`config.mk`:
```
export PLATFORM = sky130hd
export DESIGN_NAME = pipe_add_sub
export DESIGN_NICKNAME = d
export VERILOG_FILES = /design/src/rtl/alu_pkg.sv /design/src/rtl/add_segment.sv /design/src/rtl/full_adder.sv /design/src/rtl/pipe_add_sub.sv
export SDC_FILE = /design/constraint.sdc
export NUM_CORES = 1
export LEC_CHECK = 0
export ABC_AREA = 1
export CAP_MARGIN = 20
export CORE_MARGIN = 1.5
export CORE_UTILIZATION = 60
export DETAILED_ROUTE_END_ITERATION = 10
export PLACE_DENSITY = 0.93
export SYNTH_ARGS = -nofsm -noshare
export SYNTH_HDL_FRONTEND = slang
export SYNTH_HIERARCHICAL = 1
export SYNTH_SLANG_ARGS = --single-unit
```
`constraint.sdc`:
```
create_clock -name clk -period 5.77 [get_ports clk]
set_clock_uncertainty 0.2 [all_clocks]
set_input_delay 1.154 -clock clk [delete_from_list [all_inputs] [get_ports clk]]
set_output_delay 1.154 -clock clk [all_outputs]
set_load 0.05 [all_outputs]
```
`src/rtl/alu_pkg.sv`:
```
// Shared ALU datapath types: op encoding, adder status flags,
// and the segment-width helper for the pipelined adder.
package alu_pkg;

  typedef enum logic {
    OP_ADD = 1'b0,
    OP_SUB = 1'b1
  } op_e;

  typedef struct packed {
    logic cout;
    logic ovf;
    logic zero;
  } add_flags_t;

  function automatic int seg_w(input int width, input int stages);
    return width / stages;
  endfunction

endpackage

```
`src/rtl/add_segment.sv`:
```
// Combinational W-bit ripple-carry segment built from full_adder cells.
module add_segment #(
  parameter int W = 4
) (
  input  logic [W-1:0] a,
  input  logic [W-1:0] b,
  input  logic         ci,
  output logic [W-1:0] s,
  output logic         co
);

  logic [W:0] c;

  assign c[0] = ci;

  for (genvar i = 0; i < W; i++) begin : g_bit
    full_adder u_fa (
      .a  (a[i]),
      .b  (b[i]),
      .ci (c[i]),
      .s  (s[i]),
      .co (c[i+1])
    );
  end

  assign co = c[W];

endmodule

```
`src/rtl/full_adder.sv`:
```
// Single-bit full adder cell.
module full_adder (
  input  logic a,
  input  logic b,
  input  logic ci,
  output logic s,
  output logic co
);

  assign s  = a ^ b ^ ci;
  assign co = (a & b) | (ci & (a ^ b));

endmodule

```
`src/rtl/pipe_add_sub.sv`:
```
// Pipelined add/sub: one ripple segment per stage, operands skewed
// forward with the beat, global-stall valid/ready handshake.
module pipe_add_sub
  import alu_pkg::*;
#(
  parameter int WIDTH  = 16,
  parameter int STAGES = 4
) (
  input  logic             clk,
  input  logic             rst_n,
  input  logic             in_valid,
  output logic             in_ready,
  input  logic [WIDTH-1:0] a,
  input  logic [WIDTH-1:0] b,
  input  logic             cin,
  input  logic             sub,
  output logic             out_valid,
  input  logic             out_ready,
  output logic [WIDTH-1:0] sum,
  output logic             cout,
  output logic             ovf,
  output logic             zero
);

  localparam int SEG_W = seg_w(WIDTH, STAGES);

  if ((WIDTH % STAGES) != 0 || WIDTH < 2) begin : g_bad_cfg
    $error("pipe_add_sub: WIDTH must be >= 2 and divisible by STAGES");
  end

  op_e op;
  logic adv;
  logic [WIDTH-1:0] b_eff;
  logic c0;

  assign op    = op_e'(sub);
  assign adv   = !out_valid || out_ready;
  assign in_ready = adv;
  assign b_eff = (op == OP_SUB) ? ~b : b;
  assign c0    = (op == OP_SUB) ? ~cin : cin;

  // Bank k holds the beat that stage k works on this cycle
  logic             v_q [STAGES];
  logic [WIDTH-1:0] a_q [STAGES];
  logic [WIDTH-1:0] b_q [STAGES];
  logic             c_q [STAGES];
  logic [WIDTH-1:0] s_q [STAGES];

  logic [STAGES-1:0][SEG_W-1:0] seg_s;
  logic [STAGES-1:0]            seg_c;

  for (genvar k = 0; k < STAGES; k++) begin : g_stage
    add_segment #(.W(SEG_W)) u_seg (
      .a  (a_q[k][k*SEG_W +: SEG_W]),
      .b  (b_q[k][k*SEG_W +: SEG_W]),
      .ci (c_q[k]),
      .s  (seg_s[k]),
      .co (seg_c[k])
    );
  end

  logic [WIDTH-1:0] fsum;
  add_flags_t       flags;

  always_comb begin
    fsum = s_q[STAGES-1];
    fsum[WIDTH-1 -: SEG_W] = seg_s[STAGES-1];
    flags.cout = seg_c[STAGES-1];
    flags.ovf  = (a_q[STAGES-1][WIDTH-1] == b_q[STAGES-1][WIDTH-1])
              && (fsum[WIDTH-1] != a_q[STAGES-1][WIDTH-1]);
    flags.zero = (fsum == '0);
  end

  always_ff @(posedge clk) begin
    if (!rst_n) begin
      for (int k = 0; k < STAGES; k++) begin
        v_q[k] <= 1'b0;
        a_q[k] <= '0;
        b_q[k] <= '0;
        c_q[k] <= 1'b0;
        s_q[k] <= '0;
      end
      out_valid <= 1'b0;
      sum       <= '0;
      cout      <= 1'b0;
      ovf       <= 1'b0;
      zero      <= 1'b0;
    end else if (adv) begin
      v_q[0] <= in_valid;
      a_q[0] <= a;
      b_q[0] <= b_eff;
      c_q[0] <= c0;
      s_q[0] <= '0;
      for (int k = 0; k < STAGES - 1; k++) begin
        v_q[k+1] <= v_q[k];
        a_q[k+1] <= a_q[k];
        b_q[k+1] <= b_q[k];
        c_q[k+1] <= seg_c[k];
        s_q[k+1] <= s_q[k];
        s_q[k+1][k*SEG_W +: SEG_W] <= seg_s[k];
      end
      out_valid <= v_q[STAGES-1];
      sum       <= fsum;
      cout      <= flags.cout;
      ovf       <= flags.ovf;
      zero      <= flags.zero;
    end
  end

endmodule

```
# == Yosys cells after proc, flatten, opt, wreduce, memory -nomap -nowiden ==
# Memory sizes are Yosys's and may differ from the RTL's. A register that Yosys moved wholly into a read port is not among the register bits.
# Cells that the tools add are included.
# classes
n_addsub,0
div,0
multipliers,0
n_reduce_logical,5
shift,0
bitwise_logic,105
n_mux,29
n_eq_ne,2
n_lt_le_gt_ge,0
# ops
op,n
2-to-1 mux 16 bit,13
bitwise OR 1 bit,39
AND 1 bit,32
XOR 1 bit,32
zero test 16 bit,1
inverter 16 bit,1
2-to-1 mux 1 bit,13
2-to-1 mux 4 bit,3
zero test 1 bit,2
== test 1 bit,1
logical AND 1 bit,1
logical OR 1 bit,1
!= test 1 bit,1
inverter 1 bit,1
# totals
n_memories,5
ram_bits,200
latch_bits,0
ff_bits,19
romBits,0
in_bits,38
# memory_table
name,depth,word_bits,rd,rd_ports_with_merged_regs,write_ports,line_no,text
a_q,4,16,4,0,4,pipe_add_sub.sv:44,logic [WIDTH-1:0] a_q [STAGES];
b_q,4,16,4,0,4,pipe_add_sub.sv:45,logic [WIDTH-1:0] b_q [STAGES];
s_q,4,16,4,0,4,pipe_add_sub.sv:47,logic [WIDTH-1:0] s_q [STAGES];
c_q,4,1,4,0,4,pipe_add_sub.sv:46,logic c_q [STAGES];
v_q,4,1,4,1,4,pipe_add_sub.sv:43,logic v_q [STAGES];

# == Longest topological paths before layout ==
# Gate-level depths: netlist of run 1.
# depth
ltp_word,10
mapped_depth,9
depth_no_buf,9

# == Hierarchy ==
# Netlist of run 1, hierarchy kept.
# by_module_without_submodules
module,cells_each,seq_area_each_um2,instances,area_each_um2
pipe_add_sub,460,3703.6,1,5161.2
full_adder,1,0.0,16,20.0

# == Least setup slack after synthesis of run 1 ==
# Ideal clock, no wire load.
# synth_timing
kind,input to register
startpoint,in out_ready
endpoint,"mem a_q[0][0], enable pin"
n_path_buf,0
t_required_ps,5107
path_slack_ps,1554
stages,4
arrival_ps,3554
cell_sequence,inv_1 > nand2_4 > nor2_4 > inv_1
# synth_rtl
element,line_no,text
"start, declared",pipe_add_sub.sv:18,"input logic out_ready,"
"end, declared",pipe_add_sub.sv:44,

# == Worst setup path after layout of run 1 ==
# layout_timing
startpoint,in out_ready
endpoint,out in_ready
# layout_between
elab_chain_len,1
# layout_rtl
element,line_no,text
logical OR 1 bit,pipe_add_sub.sv:37,assign adv = !out_valid || out_ready;
"end, declared",pipe_add_sub.sv:12,"output logic in_ready,"
# Every way passes these cells.

==> summary.md, run 1 <==
| Metric | Value |
|---|---|
| Distinct cells, synth | `19` |
| Yosys top cell area share | `0.581` |
| P&R area growth vs syn | `21.3%` |
| Worst min path class | `flip-flop to flip-flop` |
| Final TNS setup | `0 ns` |
| Top Ports | `59` |
| N_diodes | `0` |
| Reg2reg start | `a_q[3][12]` |
| Post-synthesis register bit count | `132` |
| Fill cells | `roughly 550` |
| Core area | `8810 sq um` |
| Hold Startpoint | `sum[4]` |
| Routability cong. | `0.751` |
| Die Wd | `98.6 microns` |
| Crit path DAT | `2.55 ns` |
| Transition time of the tightest slew-check pin | `0.971 ns` |
| Max H-tree Level | `4` |
| Worst path required time | `4.42 ns` |
| DR vias/cell | `4.79` |
| Total Routed Length | `9130 microns` |
| PortBufs | `58` |
| R2R Setup Slk | `between 2 and 3 ns` |
| Register area share after synthesis | `0.676` |
| Max_slew headroom | `0.353` |
| First-pass GRT wire length | `14900 microns` |
| Multi-input logic area | `1240 sq um` |
| Failing checks | `DRC` |
| Post-synthesis cell area | `5480 sq um` |
| Vias post-DR | `3152` |
| Count leader, synth | `nor2_1` |
| WL/cell | `13.9 microns` |
| CTS sink cnt | `132` |
| Clock Latency Late Sink | `roughly 0.52 ns` |
| Max Slew Vio Count | `0` |
| Post_cts resized | `0` |
| Mean area per synthesized cell | `11.5 sq um` |
| Async set or reset register ratio after synthesis | `0` |
| Synth area leader | `edfxtp_1` |
| Crit path kind | `input pin to primary output` |
| CTS tree | `yes` |
| Critical Path Sink Type | `primary output` |
| Die height | `98.6 microns` |
| Leakage | `around 0.0029 uW` |
| Setup Fix Bufs, Post-CTS | `0` |
| DIE AREA | `9720 sq um` |
| Clock input transition at the sequential cells of the worst setup and hold paths | `0.06 ns` |
| # hold bufs at CTS | `0` |
| Synth top cells by count | `nor2_1, edfxtp_1, inv_1` |
| Pin count of the biggest net entering global routing | `112` |
| TritonRoute pass-1 iters | `8` |
| Post-synth EDFFs | `106` |
| Final Hold Fails | `0` |
| Crit. Startpoint | `out_ready` |
| Final setup viols | `0` |
| Power Dens Cells | `353 nW/um^2` |
| Dpl hpwl | `5280 microns` |
| Synth area leaders | `edfxtp_1, dfxtp_1, nor2_1` |
| Worst Path Max Fanout | `3` |
| Most used DFF post-synth | `edfxtp_1` |
| Syn Nets | `530` |
| DRC violations left | `8` |
| Element type at the critical path start | `input pin` |
| Initial core utilization | `0.622` |
| Nets | `approximately 590` |
| Antenna viol nets, final | `0` |
| Initial antenna violation count | `0` |
| Share of cells above drive strength 1 | `0.0618` |
| Synth warnings | `6` |
| DR iter-0 viols | `roughly 190` |
| Num rows | `34` |
| All-Layer GR Usage | `0.209` |
| CTS Root Cell | `clkbuf_8` |
| Gr ovfl total | `0` |
| Max Clk Rate | `256 MHz` |
| Register area | `roughly 3700 sq um` |
| Max cap viols | `0` |
| Status | `finished, violations left` |
| CTS Buf Count | `17` |
| Period minus WS final | `a little under 4 ns` |
| Design Area, Final | `between 6000 and 7000 sq um` |
| Peak VDD IR | `0.000242 V` |
| Final worst path period share | `0.677` |
| Cells after Synth | `476` |
| Area after DPL | `6030 sq um` |
| Clock buffer depth | `2` |
| RSZ-0062 raised after global routing | `no` |
| Vias in the first global route | `between 3000 and 4000` |
[per-layer routing]
| layer | up-vias | part of all wire | track usage |
|---|---|---|---|
| li1 | 1571 | - | - |
| met1 | 1450 | 0.39 | 0.228 |
| met2 | 113 | 0.53 | 0.363 |
| met3 | 18 | 0.055 | 0.0638 |
| met4 | 0 | 0.021 | 0.120 |
| met5 | - | 0 | 0 |
[cells by family (layout without fill, tap and decap cells)]
kind of cell,count (synthesis),count (layout),synth area share
AOI/OAI and AO/OA,6,6,0.00639
and+or+nand+nor,190,190,0.134
buffers and inverters,115,189,0.0988
DFF,132,132,0.676
adders and majority gates,16,16,0.0584
xor gates and xnor gates,17,17,0.0272
[power by group]
| part | total, uW | switching, uW | internal [uW] |
|---|---|---|---|
| combinational | 164 | 92.7 | 71.1 |
| sequential | 1110 | 24.2 | 1080 |
| clock | 1070 | 376 | 696 |
[registers in the layout, summed over array words and instances, names as in the netlist, 4 cells and up]
| signal | flops |
|---|---|
| v_q | 4 |
| s_q | 24 |
| a_q | 40 |
| c_q | 4 |
| b_q | 40 |
| sum | 16 |
[stage by stage]
stage | worst slack, ns | cells | hold slack [ns] | utilization | power (uW)
finish | 1.86 | 658 | 0.250 | 0.755 | 2350
global route | 1.84 | 658 | 0.271 | 0.755 | 2420
CTS | 1.86 | 657 | 0.252 | 0.752 | 2360
detailed placement | 1.86 | 625 | 0.240 | 0.685 | 1280
global placement | 1.86 | 625 | 0.237 | 0.685 | 1270
floorplan | 1.55 | 476 | 0.215 | - | 1230
[cell usage in the layout, fill, tap and decap left out, types with 2 or more instances in the layout]
master,synthesis,final
o22ai_1,2,2
bufinv_16,0,4
dfxtp_1,26,26
inv_1,96,95
xnor2_1,17,17
clkdlybuf4s50_1,0,58
clkinv_2,0,4
clkbuf_16,0,16
nand2_1,69,69
nand2_4,1,2
nor2_1,117,117
clkinvlp_4,0,2
edfxtp_1,106,106
clkbuf_1,0,4
o21ai_0,2,2
fa_1,16,16
[critical path: stages]
cell and delay, ns:
clkdlybuf4s50_1 0.45, inv_1 0.06, nand2_4 0.08, clkdlybuf4s50_1 0.80
[layout make-up]
cell class,instances,share of cell area
clock buffers,21,0.0645
clock inverters,11,0.0239
inverters,97,0.0551
multi-input cells,229,0.187
flip-flops and latches,132,0.557
well taps,108,0.0203
repair buffers,60,0.0926
[final timing paths]
path              cells past startpoint        to
setup / recovery                      4  in_ready
setup reg to reg                      9      zero
hold / removal                        2    sum[4]
hold reg to reg                       2    sum[4]
(Power assumes the default switching activity.)
==> inputs of run 2 (changes only) <==
--- a/config.mk
+++ b/config.mk
@@ -8,9 +8,9 @@
 export ABC_AREA = 1
 export CAP_MARGIN = 20
 export CORE_MARGIN = 1.5
-export CORE_UTILIZATION = 60
+export CORE_UTILIZATION = 51
 export DETAILED_ROUTE_END_ITERATION = 10
-export PLACE_DENSITY = 0.93
+export PLACE_DENSITY = 0.85
 export SYNTH_ARGS = -nofsm -noshare
 export SYNTH_HDL_FRONTEND = slang
 export SYNTH_HIERARCHICAL = 1
==> constraint.sdc (replaced) <==
create_clock -name clk -period 3.2 [get_ports clk]
set_clock_uncertainty 0.2 [all_clocks]
set_input_delay 0.64 -clock clk [delete_from_list [all_inputs] [get_ports clk]]
set_output_delay 0.64 -clock clk [all_outputs]
set_load 0.05 [all_outputs]
==> run 2 against run 1 <==
  * The flow now finishes without violations
  * Register-to-register slack got worse by 2.5 ns
  * Non-clock buffer count increased by 3
  * Critical path depth increased by 2
  * Setup slack got worse by 1.4 ns
  * Total power increased by 78%
  * Die area increased by 17%
  * Clock power increased by 77%
  * Flip-flop and latch count unchanged
  * First-iteration DRC count decreased by 16%
  * Sequential power increased by 79%
  * Critical endpoint is now s_q[0][23]
  * Highest routed layer unchanged
==> summary.md, run 2 (same netlist as run 1, synthesis figures left out) <==
| Metric | Value |
|---|---|
| Status | `completed` |
| Top Ports | `59 (unchanged)` |
| Multi-input logic area | `1250 sq um (+0.71%)` |
| Period minus WS final | `2.78 ns` |
| Clock buffer depth | `2 (unchanged)` |
| All-Layer GR Usage | `0.161 (-0.0481)` |
| TritonRoute pass-1 iters | `4 (-4)` |
| Num rows | `37 (+8.8%)` |
| Fill cells | `767 (+40%)` |
| Sw frac | `0.230 (+0.0199)` |
| Total Routed Length | `8070 microns (-12%)` |
| Comb power frac | `0.070 (about the same)` |
| Transition time of the tightest slew-check pin | `0.626 ns (-0.345 ns)` |
| Clock Latency Late Sink | `0.51 ns (about the same)` |
| Pin count of the biggest net entering global routing | `109 (-2.7%)` |
| Clk pwr share | `0.453 (-0.004)` |
| DRC violations left | `0 (-8)` |
| Crit path kind | `flip-flop to flip-flop` |
| Max H-tree Level | `4 (unchanged)` |
| Vias post-DR | `3076 (-2.4%)` |
| Crit-path slowest cell | `fa_1` |
| Final setup viols | `0 (unchanged)` |
| PortBufs | `58 (unchanged)` |
| Commonest cells after routing, fill and taps aside | `nor2_1, edfxtp_1, inv_1` |
| Cell Count Post-Placement | `657 (+5.1%)` |
| CTS Buf Count | `17 (unchanged)` |
| Share of cells above drive strength 1 | `0.0814 (+0.0196)` |
| Die height | `107 microns (+8.2%)` |
| Worst Path Max Fanout | `1 (-2)` |
| Sequential share of power | `0.478 (+0.005)` |
| Crit-path cells | `fa_1 -> fa_1 -> fa_1 -> fa_1 -> inv_1 -> nor2_1` |
| Gr ovfl total | `0 (unchanged)` |
| CP peak stage delay | `0.48 ns (-0.32 ns)` |
| Max cap viols | `0 (unchanged)` |
| Largest regs | `a_q x40, b_q x40, s_q x24` |
| Power Dens Cells | `621 nW/um^2 (+76%)` |
| Crit path DAT | `2.83 ns (+0.28 ns)` |
| Max Slew Vio Count | `0 (unchanged)` |
| Worst path required time | `3.25 ns (-1.17 ns)` |
| Critical Path Sink Type | `flip-flop` |
| Antenna viol nets, final | `0 (unchanged)` |
| CTS tree | `yes` |
| DIE AREA | `11400 sq um (+17%)` |
| Finished Layout Cells | `689 (+4.7%)` |
| DR iter-0 viols | `156 (-16%)` |
| Final TNS setup | `0 ns (unchanged)` |
| Max Clk Rate | `between 300 and 400 MHz` |
| First-pass GRT wire length | `13800 microns (-7.2%)` |
| Cell mode on critical path | `fa_1` |
| Dpl hpwl | `4770 microns (-9.6%)` |
| Initial antenna violation count | `0 (unchanged)` |
| N_diodes | `0 (unchanged)` |
| RSZ-0062 raised after global routing | `no` |
| Pre-CTS setup slack | `0.438 ns (-1.42 ns)` |
| Max_slew headroom | `0.582 (+0.229)` |
| CTS Root Cell | `clkbuf_8` |
| Die Wd | `107 microns (+8.2%)` |
| Final Hold Fails | `0 (unchanged)` |
| Vias in the first global route | `3027 (-5.8%)` |
| Leakage | `0.00289 uW (about the same)` |
| Element type at the critical path start | `flip-flop` |
| Commonest non-fill, non-tap cell in the layout | `nor2_1` |
| Register area | `3700 sq um (about the same)` |
| P&R area growth vs syn | `22.6%` |
| Worst setup margin | `0.415 ns (-1.45 ns)` |
| Post_cts resized | `0 (unchanged)` |
| Routability cong. | `0.765 (+2.0%)` |
| Worst min path class | `flip-flop to flip-flop` |
| CTS sink cnt | `132 (unchanged)` |
| # hold bufs at CTS | `0 (unchanged)` |
| NetSw | `960 uW (+95%)` |
| Count of buffer and inverter cells on the critical path | `1 (-2)` |
| Nets | `594 (+0.51%)` |
| P_int | `3210 uW (+73%)` |
| Peak VDD IR | `0.000380 V (+57%)` |
| DR vias/cell | `4.46 (-6.8%)` |
| Core area | `10400 sq um (+18%)` |
| WL/cell | `11.7 microns (-16%)` |
| Initial core utilization | `0.529 (-0.0939)` |
| Crit-path leading delay family | `adder cells` |
| Clock input transition at the sequential cells of the worst setup and hold paths | `0.07 ns (about the same)` |
| Final worst path period share | `0.870` |
| Setup Fix Bufs, Post-CTS | `0 (unchanged)` |
## run 2: changes by cell type in the layout (fill, tap and decap cells not counted), moves of 2 or more
cell	previous run	this run
clkbuf_1	4	0
bufinv_16	4	2
clkinv_4	0	2
buf_12	0	2
clkinv_2	4	0
inv_6	0	6
buf_4	1	4
clkinvlp_4	2	5
## run 2: final timing paths
| kind | startpoint | endpoint | slack [ns] | depth (start not counted) |
|---|---|---|---|---|
| worst min-delay path | v_q[3] | out_valid | 0.24 | 2 |
| worst max register to register | a_q[1][4] | s_q[0][23] | 0.42 | 6 |
| worst max-delay path | a_q[1][4] | s_q[0][23] | 0.42 | 6 |
| worst min register to register | v_q[3] | out_valid | 0.24 | 2 |
## run 2: per-layer routing
metal | vias up | global-route usage | share of wire
met3 | 16 | 0.0407 | 0.046
met5 | - | 0 | 0
met4 | 0 | 0.0914 | 0.022
li1 | 1578 | - | -
met1 | 1401 | 0.184 | 0.42
met2 | 81 | 0.274 | 0.51
## run 2: through the flow
step	utilization	hold slack [ns]	power [uW]	cell area [sq um]
finish	0.648	0.240	4170	6720
global route	0.648	0.264	4340	6720
CTS	0.648	0.241	4200	6720
detailed placement	0.592	0.225	2320	6140
global placement	0.592	0.220	2300	6140
floorplan	-	0.215	2220	5500
## run 2: cell type report
cell class	instances	area share
clock buffers	17	0.0616
clock inverters	15	0.0255
inverters	97	0.0551
multi-input cells	229	0.186
flip-flops and latches	132	0.551
well taps	136	0.0253
repair buffers	63	0.0953
## run 2: power by group through the flow
| stage | clock (uW) | sequential [uW] | combinational, uW |
|---|---|---|---|
| detailed placement | 0 | 2030 | 287 |
| global route | 2010 | 2000 | 327 |
| floorplan | 0 | 2060 | 166 |
| finish | 1890 | 1990 | 290 |
| global placement | 0 | 2020 | 275 |
| CTS | 1910 | 2000 | 295 |
## run 2: worst reg2reg max path: stages, from the launching register on
cell      delay, ns
edfxtp_1       0.44
fa_1           0.48
fa_1           0.44
fa_1           0.41
fa_1           0.44
inv_1          0.06
nor2_1         0.04
